==> src/rtl/demux2_stream_if.sv <==
// Stream bundle for the 1:2 demultiplexer: one input stream and two buffered output channels.
// The slave modport is the demux's view; the master modport is the producer/consumer side.
interface demux2_stream_if #(
  parameter int WIDTH = 8,
  parameter int DEPTH = 2
);
  localparam int CW = $clog2(DEPTH + 1);

  logic             in_valid;
  logic             in_ready;
  logic [WIDTH-1:0] in_data;
  logic             in_sel;

  logic             out0_valid;
  logic             out0_ready;
  logic [WIDTH-1:0] out0_data;
  logic [CW-1:0]    out0_count;

  logic             out1_valid;
  logic             out1_ready;
  logic [WIDTH-1:0] out1_data;
  logic [CW-1:0]    out1_count;

  modport slave (
    input  in_valid, in_data, in_sel, out0_ready, out1_ready,
    output in_ready, out0_valid, out0_data, out0_count,
           out1_valid, out1_data, out1_count
  );

  modport master (
    output in_valid, in_data, in_sel, out0_ready, out1_ready,
    input  in_ready, out0_valid, out0_data, out0_count,
           out1_valid, out1_data, out1_count
  );
endinterface

==> src/rtl/demux2_stream.sv <==
// 1:2 stream demultiplexer: each beat goes to the FIFO picked by in_sel, and each
// output channel drains independently so a stalled consumer only blocks its own channel.
module demux2_stream #(
  parameter int WIDTH = 8,
  parameter int DEPTH = 2
) (
  input  logic            clk,
  input  logic            reset,
  demux2_stream_if.slave  bus
);
  localparam int PW = (DEPTH > 1) ? $clog2(DEPTH) : 1;
  localparam int CW = $clog2(DEPTH + 1);

  logic [1:0]       w_full;
  logic [1:0]       w_empty;
  logic [1:0]       w_push;
  logic [1:0]       w_pop;
  logic [1:0]       w_out_ready;
  logic             w_accept;
  logic [WIDTH-1:0] w_head  [2];
  logic [CW-1:0]    w_count [2];

  // in_ready looks only at registered full flags, never at the consumers' ready.
  assign bus.in_ready = !reset && !w_full[bus.in_sel];
  assign w_accept     = bus.in_valid && bus.in_ready;
  assign w_out_ready  = {bus.out1_ready, bus.out0_ready};

  generate
    for (genvar gi = 0; gi < 2; gi++) begin : g_chan
      logic [WIDTH-1:0] r_mem [DEPTH];
      logic [PW-1:0]    r_wr_ptr;
      logic [PW-1:0]    r_rd_ptr;
      logic [CW-1:0]    r_count;

      assign w_full[gi]  = (r_count == CW'(DEPTH));
      assign w_empty[gi] = (r_count == '0);
      assign w_push[gi]  = w_accept && (bus.in_sel == 1'(gi));
      assign w_pop[gi]   = !reset && !w_empty[gi] && w_out_ready[gi];
      assign w_head[gi]  = r_mem[r_rd_ptr];
      assign w_count[gi] = r_count;

      always_ff @(posedge clk) begin
        if (reset) begin
          r_wr_ptr <= '0;
          r_rd_ptr <= '0;
          r_count  <= '0;
        end else begin
          if (w_push[gi]) r_wr_ptr <= PW'(r_wr_ptr + 1'b1);
          if (w_pop[gi])  r_rd_ptr <= PW'(r_rd_ptr + 1'b1);
          case ({w_push[gi], w_pop[gi]})
            2'b10:   r_count <= CW'(r_count + 1'b1);
            2'b01:   r_count <= CW'(r_count - 1'b1);
            default: r_count <= r_count;
          endcase
        end
      end

      // Storage carries no reset so it can map onto plain RAM.
      always_ff @(posedge clk) begin
        if (w_push[gi]) r_mem[r_wr_ptr] <= bus.in_data;
      end

      always_ff @(posedge clk) begin
        if (!reset) begin
          assert (DEPTH >= 2 && (DEPTH & (DEPTH - 1)) == 0);
          assert (r_count <= CW'(DEPTH));
          assert (!(w_push[gi] && w_full[gi]));
        end
      end
    end
  endgenerate

  assign bus.out0_valid = !reset && !w_empty[0];
  assign bus.out0_data  = w_head[0];
  assign bus.out0_count = w_count[0];
  assign bus.out1_valid = !reset && !w_empty[1];
  assign bus.out1_data  = w_head[1];
  assign bus.out1_count = w_count[1];
endmodule

==> src/flat_wrapper.sv <==
// flat-port wrapper written by rule: the top's interface ports become plain ports
module demux2_stream_flat 
#(
  parameter int WIDTH = 8,
  parameter int DEPTH = 2
)
  (clk, reset, bus_in_valid, bus_in_data, bus_in_sel, bus_out0_ready, bus_out1_ready, bus_in_ready, bus_out0_valid, bus_out0_data, bus_out0_count, bus_out1_valid, bus_out1_data, bus_out1_count);
  demux2_stream_if #(.WIDTH(WIDTH), .DEPTH(DEPTH)) bus_i ();
  input  logic clk;
  input  logic reset;
  input wire logic [$bits(bus_i.in_valid)-1:0] bus_in_valid;
  input wire logic [$bits(bus_i.in_data)-1:0] bus_in_data;
  input wire logic [$bits(bus_i.in_sel)-1:0] bus_in_sel;
  input wire logic [$bits(bus_i.out0_ready)-1:0] bus_out0_ready;
  input wire logic [$bits(bus_i.out1_ready)-1:0] bus_out1_ready;
  output wire logic [$bits(bus_i.in_ready)-1:0] bus_in_ready;
  output wire logic [$bits(bus_i.out0_valid)-1:0] bus_out0_valid;
  output wire logic [$bits(bus_i.out0_data)-1:0] bus_out0_data;
  output wire logic [$bits(bus_i.out0_count)-1:0] bus_out0_count;
  output wire logic [$bits(bus_i.out1_valid)-1:0] bus_out1_valid;
  output wire logic [$bits(bus_i.out1_data)-1:0] bus_out1_data;
  output wire logic [$bits(bus_i.out1_count)-1:0] bus_out1_count;
  assign bus_i.in_valid = bus_in_valid;
  assign bus_i.in_data = bus_in_data;
  assign bus_i.in_sel = bus_in_sel;
  assign bus_i.out0_ready = bus_out0_ready;
  assign bus_i.out1_ready = bus_out1_ready;
  assign bus_in_ready = bus_i.in_ready;
  assign bus_out0_valid = bus_i.out0_valid;
  assign bus_out0_data = bus_i.out0_data;
  assign bus_out0_count = bus_i.out0_count;
  assign bus_out1_valid = bus_i.out1_valid;
  assign bus_out1_data = bus_i.out1_data;
  assign bus_out1_count = bus_i.out1_count;
  demux2_stream #(.WIDTH(WIDTH), .DEPTH(DEPTH)) u_core (.clk(clk), .reset(reset), .bus(bus_i));
endmodule
==> config.mk <==
export PLATFORM = sky130hd
export DESIGN_NAME = demux2_stream_flat
export DESIGN_NICKNAME = d
export VERILOG_FILES = /design/src/rtl/demux2_stream_if.sv /design/src/rtl/demux2_stream.sv /design/src/flat_wrapper.sv
export SDC_FILE = /design/constraint.sdc
export NUM_CORES = 1
export LEC_CHECK = 0
export CAP_MARGIN = 20
export CORE_MARGIN = 4
export CORE_UTILIZATION = 46
export DETAILED_ROUTE_END_ITERATION = 8
export MAX_ROUTING_LAYER = met4
export PLACE_DENSITY_LB_ADDON = 0.3
export SYNTH_ARGS = -nofsm -noshare
export SYNTH_HDL_FRONTEND = slang
export SYNTH_SLANG_ARGS = --single-unit
==> constraint.sdc <==
create_clock -name clk -period 2.6 [get_ports clk]
set_clock_uncertainty 0.15 [all_clocks]
set_input_delay 0.39 -clock clk [delete_from_list [all_inputs] [get_ports clk]]
set_output_delay 0.39 -clock clk [all_outputs]
set_load 0.03 [all_outputs]
==> flow_summary.toml, run 1 <==
[run_status]
outcome = "complete, no violations"

[power_and_ir_drop]
vdd.ir_drop.worst_mv = 0.2526
p_leak_nw = 0.7418
power_density_nw_per_um2 = 600.1

[timing]
report.final.slew_viol_count = 0
setup_tns_ps = 0
hold_viol = 0
worst_pin_slew_ps = 456.5
finalCritPeriodShare_pct = 96.10
setup_viol_count_final = 0
fmax_ghz = 0.4002
finalWorstPathRequiredPeriod_ps = 2499
max-slew-margin-rel_pct = 69.52
unrepaired_setup_endpoints_after_global_routing = "no"

[critical_path]
path_class = "reg -> out"
end_kind = "output pin"
reg2reg_from = "u_core.bus.out1_count[0]"
cp_data_arrival_time_ps = 1960
worstPathMaxFanout = 8
rr_worst_depth = 5
critical_path_required_ps = 2060
regToRegEndpoint = "u_core.bus.out1_count[1]"
startpoint_type = "flop"
reg2reg_setup_slack_ps = 620

[grt]
grt_start_max_net_pins = 14
grt_use_total_pct = 14.99
grt_pass1_wl_mm = 4.629
grt_antenna_before_repair = 0
grt_overflow_total = 0
number_of_global_route_vias_before_repair = 1073

[finish]
antenna_cells = 0
final_net_count = 171
number_of_inserted_filler_cells_in_the_final_layout = 292
multiInputGateArea_um2 = 446.7
layout.cell_area.non_filler_um2 = 2145
final_layout_size_suffix_gt1_share_pct = 19.23
fin_cells = 202
synthToLayoutAreaGrowth_pct = 31.85
seq_area_um2 = 1161
final_common_cell = "sky130_fd_sc_hd__clkdlybuf4s50_1"
most_frequent_cells_in_the_layout = "35 x sky130_fd_sc_hd__clkdlybuf4s50_1, 32 x sky130_fd_sc_hd__edfxtp_1, 16 x sky130_fd_sc_hd__mux2_2, 14 x sky130_fd_sc_hd__nor2_1, 10 x sky130_fd_sc_hd__dfxtp_1"

[drt]
dr_total_vias = 986
route.detailed.vias_per_inst = 4.881
met2WireLength_mm = 1.435
antenna_violating_nets_post_route = 0
detailed_router_s_first_iteration_violation_count = 38
route.layer.met1.wl_mm = 1.173
maxUsedRoutingLayer = "met4"
post_drt_wl_per_cell_um = 14.02
detail_route.drc_violations = 0
finalWirelength_mm = 2.833
drt_pre_antenna_iters = 4
dr_wl_met3_um = 158

[yosys]
synth_cell_types = 17
yosys_register_bits = 42
syn_area_per_cell_um2 = 14.92
synth.cell_area_um2 = 1627
synth-adder-area-share_pct = 1.538
yosys.area_share.simple_pct = 8.077
synth_mux_area_share_pct = 11.08
post_synth_xor_area_fraction_pct = 3.231
post_synth_inst_count = 109
synth_sequential_area_ratio_pct = 71.38
synth_compound_area_share_pct = 3.538
synth_nets = 125
synth_warnings = 0
combinational_family_with_the_most_area_after_synthesis = "multiplexers"

[clocking]
cts_tree = "done"
clk_pin_slew_worst_paths_ps = 110
ctsHtreeMaxLevel = 2
numCtsBuffers = 5
cts.root.buffer_cell = "sky130_fd_sc_hd__clkbuf_4"
clk_path_buf_depth = 2
hold_buffers = 0
worstSkewPairLatency_ps = 340
sinks_on_the_clock_net = 42

[placed_design]
place.port_buffers = 36
gp_routability_congestion = 0.7980
place_inst = 194
place.detailed.hpwl_mm = 2.051
placedInstanceArea_um2 = 2078

[die]
die-width_um = 67.47
io_pins = 37
num_rows = 21
start_util_pct = 48.36
core_um2 = 3363
die-area_um2 = 4552
dieHeight_um = 67.47

[worst_hold_path]
worstHoldEndpoint = "u_core.g_chan[1].r_wr_ptr"
holdPathStages = 2
holdCritPathClass = "reg -> reg"
min_from = "u_core.g_chan[1].r_wr_ptr"

[flow_run]
maxCapViolations = 0
[synthesized netlist by cell type]
library cell                n  area share, %
sky130_fd_sc_hd__or3_1      6            2.3
sky130_fd_sc_hd__a21oi_1    4            1.2
sky130_fd_sc_hd__dfxtp_1   10             12
sky130_fd_sc_hd__nor2b_1    3            1.2
sky130_fd_sc_hd__nand2_1    1           0.23
sky130_fd_sc_hd__a211oi_1   1           0.46
sky130_fd_sc_hd__edfxtp_1  32             59
sky130_fd_sc_hd__and2_1     2           0.77
sky130_fd_sc_hd__clkbuf_1   3           0.69
sky130_fd_sc_hd__o21ai_0    6            1.8
sky130_fd_sc_hd__ha_1       2            1.5
sky130_fd_sc_hd__nor2_1    14            3.2
sky130_fd_sc_hd__xnor2_1    2            1.1
sky130_fd_sc_hd__mux2_2    16             11
sky130_fd_sc_hd__nand2b_1   1           0.38
sky130_fd_sc_hd__inv_1      2           0.46
sky130_fd_sc_hd__xor2_1     4            2.2
[worst max-delay path by stage]
stage	end	slack, ps	depth (start not counted)
2_1_floorplan	u_core.bus.out0_count[1]	340	6
3_3_place_gp	u_core.bus.out0_count[1]	160	6
3_5_place_dp	u_core.bus.out0_count[1]	90	6
4_1_cts	bus_in_ready	80	4
5_1_grt	bus_out0_data[2]	4	2
6_report	bus_out1_data[4]	100	2
[sequential cells by signal (all words and copies together), names as in the netlist, named ones only]
register	count
u_core.bus.out1_count	2
u_core.bus.out0_count	2
u_core.g_chan.r_rd_ptr	2
u_core.g_chan.r_wr_ptr	2
u_core.g_chan.r_mem	32
[through the flow]
step	hold WS [ps]	power (W)	utilization [%]	setup WS (ps)
after global routing	403.1	0.001355	63.76	3.509
after CTS	377.7	0.001300	63.69	75.30
after global placement	331.0	0.0009730	61.79	156.6
after floorplan	321.4	0.0008868	-	340.4
after detailed placement	348.4	0.0009787	61.79	87.28
final	371.4	0.001287	63.76	101.5
[kinds of logic after synthesis]
logic type,count (synthesis)
fa+ha+maj,2
compound gates,11
simple gates,27
flops,42
xor+xnor,6
mux,16
buf+inv,5
[critical path, cell delays in order, from the launching register on]
cell and delay [ps]:
sky130_fd_sc_hd__dfxtp_1 620, sky130_fd_sc_hd__mux2_2 400, sky130_fd_sc_hd__clkdlybuf4s50_1 600
[metal layers]
metal	GRT usage, %	vias to the layer above
met5	-	-
met4	8.354	0
met3	4.326	9
met2	24.30	28
met1	16.48	461
li1	-	488
[power by group]
part	switching (W)	internal, W	leakage (nW)
combinational	0.000100	0.0000964	0.335
sequential	0.0000213	0.000744	0.372
clock	0.000195	0.000130	0.0343
[repair_timing]
action                                  CTS  global route
buffers inserted                          0             0
endpoints found under the hold margin     0             0
gates resized for setup                   0             1
endpoints found under the setup margin    0             1
[cell type report]
type,count,share of cell area (%)
multi-input combinational,62,20.83
tap,46,2.684
clock buffer,6,2.392
inverter,2,0.3501
clock inverter,2,0.5834
sequential,42,54.14
timing repair buffer,42,19.02
No activity file was read; power rests on OpenSTA's default activity.
==> inputs of run 2 (changes only) <==
==> constraint.sdc (replaced) <==
create_clock -name clk -period 3.1 [get_ports clk]
set_clock_uncertainty 0.15 [all_clocks]
set_input_delay 0.465 -clock clk [delete_from_list [all_inputs] [get_ports clk]]
set_output_delay 0.465 -clock clk [all_outputs]
set_load 0.03 [all_outputs]
==> run 2 against run 1 <==
Against the previous run:
- count of clock-buffer cells in the layout fell by 1
- total power fell by 3.9%
- first-iteration DRC count grew 7.9%
- non-clock buffer count is 2 lower
- core utilization grew 0.74 points
- register-to-register slack improved by 420 ps
- sequential power decreased by 16%
- combinational power down 17%
- die area is the same
- largest cell class unchanged
==> flow_summary.toml, run 2 (same netlist as run 1, synthesis figures left out) <==
[timing]
report.final.slew_viol_count = 0
finalWorstPathRequiredPeriod_ps = 2771
hold_viol = 0
setup_tns_ps = 0
fmax_ghz = 0.3608
worst_pin_slew_ps = 504.2
max-slew-margin-rel_pct = 66.28
setup_viol_count_final = 0
timing.final.ws_setup_ps = 328.7
finalCritPeriodShare_pct = 89.40
unrepaired_setup_endpoints_after_global_routing = "no"

[finish]
synthToLayoutAreaGrowth_pct = 33.38
final_layout_size_suffix_gt1_share_pct = 18.18
final_common_cell = "sky130_fd_sc_hd__clkdlybuf4s50_1"
final_net_count = 169
max_flop_register = "u_core.g_chan.r_mem"
antenna_cells = 0
most_frequent_cells_in_the_layout = "36 x sky130_fd_sc_hd__clkdlybuf4s50_1, 32 x sky130_fd_sc_hd__edfxtp_1, 16 x sky130_fd_sc_hd__mux2_2, 14 x sky130_fd_sc_hd__nor2_1, 10 x sky130_fd_sc_hd__dfxtp_1"
largest_register_ff_count = 32

[clocking]
ctsHtreeMaxLevel = 2
cts_post_setup_buffers_inserted = 0
hold_buffers = 0
cts.root.buffer_cell = "sky130_fd_sc_hd__clkbuf_4"
clk_path_buf_depth = 2
clk_pin_slew_worst_paths_ps = 120
cts_resized = 0
cts_tree = "done"
worstSkewPairLatency_ps = 340
sinks_on_the_clock_net = 42
numCtsBuffers = 5

[placed_design]
place.port_buffers = 36
gp_routability_congestion = 0.7730
preCtsSetupSlack_ps = 331.0
place.detailed.hpwl_mm = 2.146

[worst_hold_path]
holdCritPathClass = "reg -> reg"
min_from = "u_core.g_chan[1].r_rd_ptr"
worstHoldEndpoint = "u_core.g_chan[1].r_rd_ptr"
holdPathStages = 2

[die]
io_pins = 37
start_util_pct = 48.36
dieHeight_um = 67.47
die-width_um = 67.47
num_rows = 21
core_um2 = 3363
die-area_um2 = 4552

[critical_path]
timing.critical_path.max_delay_family = "buffers and inverters"
startpoint_type = "input port"
path_depth = 3
cp-startpoint = "reset"
critPathMostFrequentCell = "sky130_fd_sc_hd__clkdlybuf4s50_1"
regToRegEndpoint = "u_core.bus.out0_count[1]"
critical_path.n_buffers_inverters = 2
crit_slowest_cell = "sky130_fd_sc_hd__clkdlybuf4s50_1"
reg2reg_from = "u_core.bus.out0_count[0]"
critical_path_required_ps = 2480
rr_worst_depth = 5
worstPathMaxFanout = 15
critical-path-max-stage-delay_ps = 720
path_class = "in -> out"
cp_data_arrival_time_ps = 2160
reg2reg_setup_slack_ps = 1040
end_kind = "output pin"
crit_chain = "clkdlybuf4s50_1, a211oi_1, clkdlybuf4s50_1"

[drt]
finalWirelength_mm = 2.979
detail_route.drc_violations = 0
dr_total_vias = 980
post_drt_wl_per_cell_um = 14.90
antenna_violating_nets_post_route = 0
detailed_router_s_first_iteration_violation_count = 41
drt_pre_antenna_iters = 4
route.detailed.vias_per_inst = 4.900

[grt]
grt_overflow_total = 0
grt_start_max_net_pins = 16
grt_pass1_wl_mm = 4.878
number_of_global_route_vias_before_repair = 1071
grt_use_total_pct = 15.69
grt_antenna_before_repair = 0

[power_and_ir_drop]
p_leak_nw = 0.7440
power_density_nw_per_um2 = 569.9
vdd.ir_drop.worst_mv = 0.3106

[flow_run]
maxCapViolations = 0

[run_status]
outcome = "complete, no violations"
run 2: power breakdown:
group | internal (W) | switching [W]
logic | 0.0000793 | 0.0000847
clock network | 0.000252 | 0.000179
registers | 0.000624 | 0.0000170
total | 0.000956 | 0.000281
run 2: cell type report:
cell class / instances / area [µm²]
repair buffers: 40 / 390.4
clock inverters: 3 / 68.82
well taps: 46 / 57.56
inverters: 2 / 7.507
clock buffers: 5 / 37.54
multi-input cells: 62 / 446.7
fillers: 262 / 1194
flip-flops and latches: 42 / 1161
run 2: metal layers:
layer,vias up,wire [µm],track usage [%]
li1,482,-,-
met2,26,1565,27.34
met4,0,68,8.354
met1,465,1225,16.72
met3,7,119,2.995
met5,-,0,-
run 2: through the flow:
| step | hold slack (ps) | area (µm²) | total power [W] | cells | util, % |
|---|---|---|---|---|---|
| 2_1_floorplan | 321.4 | 1627 | 0.0007437 | 109 | - |
| 3_3_place_gp | 332.4 | 2063 | 0.0008142 | 192 | 61.35 |
| 3_5_place_dp | 348.8 | 2063 | 0.0008197 | 192 | 61.35 |
| 4_1_cts | 378.1 | 2170 | 0.001242 | 200 | 64.51 |
| 5_1_grt | 398.5 | 2170 | 0.001282 | 200 | 64.51 |
| 6_report | 374.0 | 2170 | 0.001236 | 200 | 64.51 |
run 2: how the worst max path moves through the flow:
stage	to	slack (ps)
floorplan	u_core.bus.out0_count[1]	840
global placement	bus_in_ready	400
detailed placement	u_core.bus.out0_count[1]	330
CTS	bus_in_ready	320
global route	bus_in_ready	250
finish	bus_in_ready	330
run 2: worst min-delay path: stages (launching register included):
cell	delay [ps]
sky130_fd_sc_hd__dfxtp_1	350
sky130_fd_sc_hd__xor2_1	80
sky130_fd_sc_hd__nor2_1	70
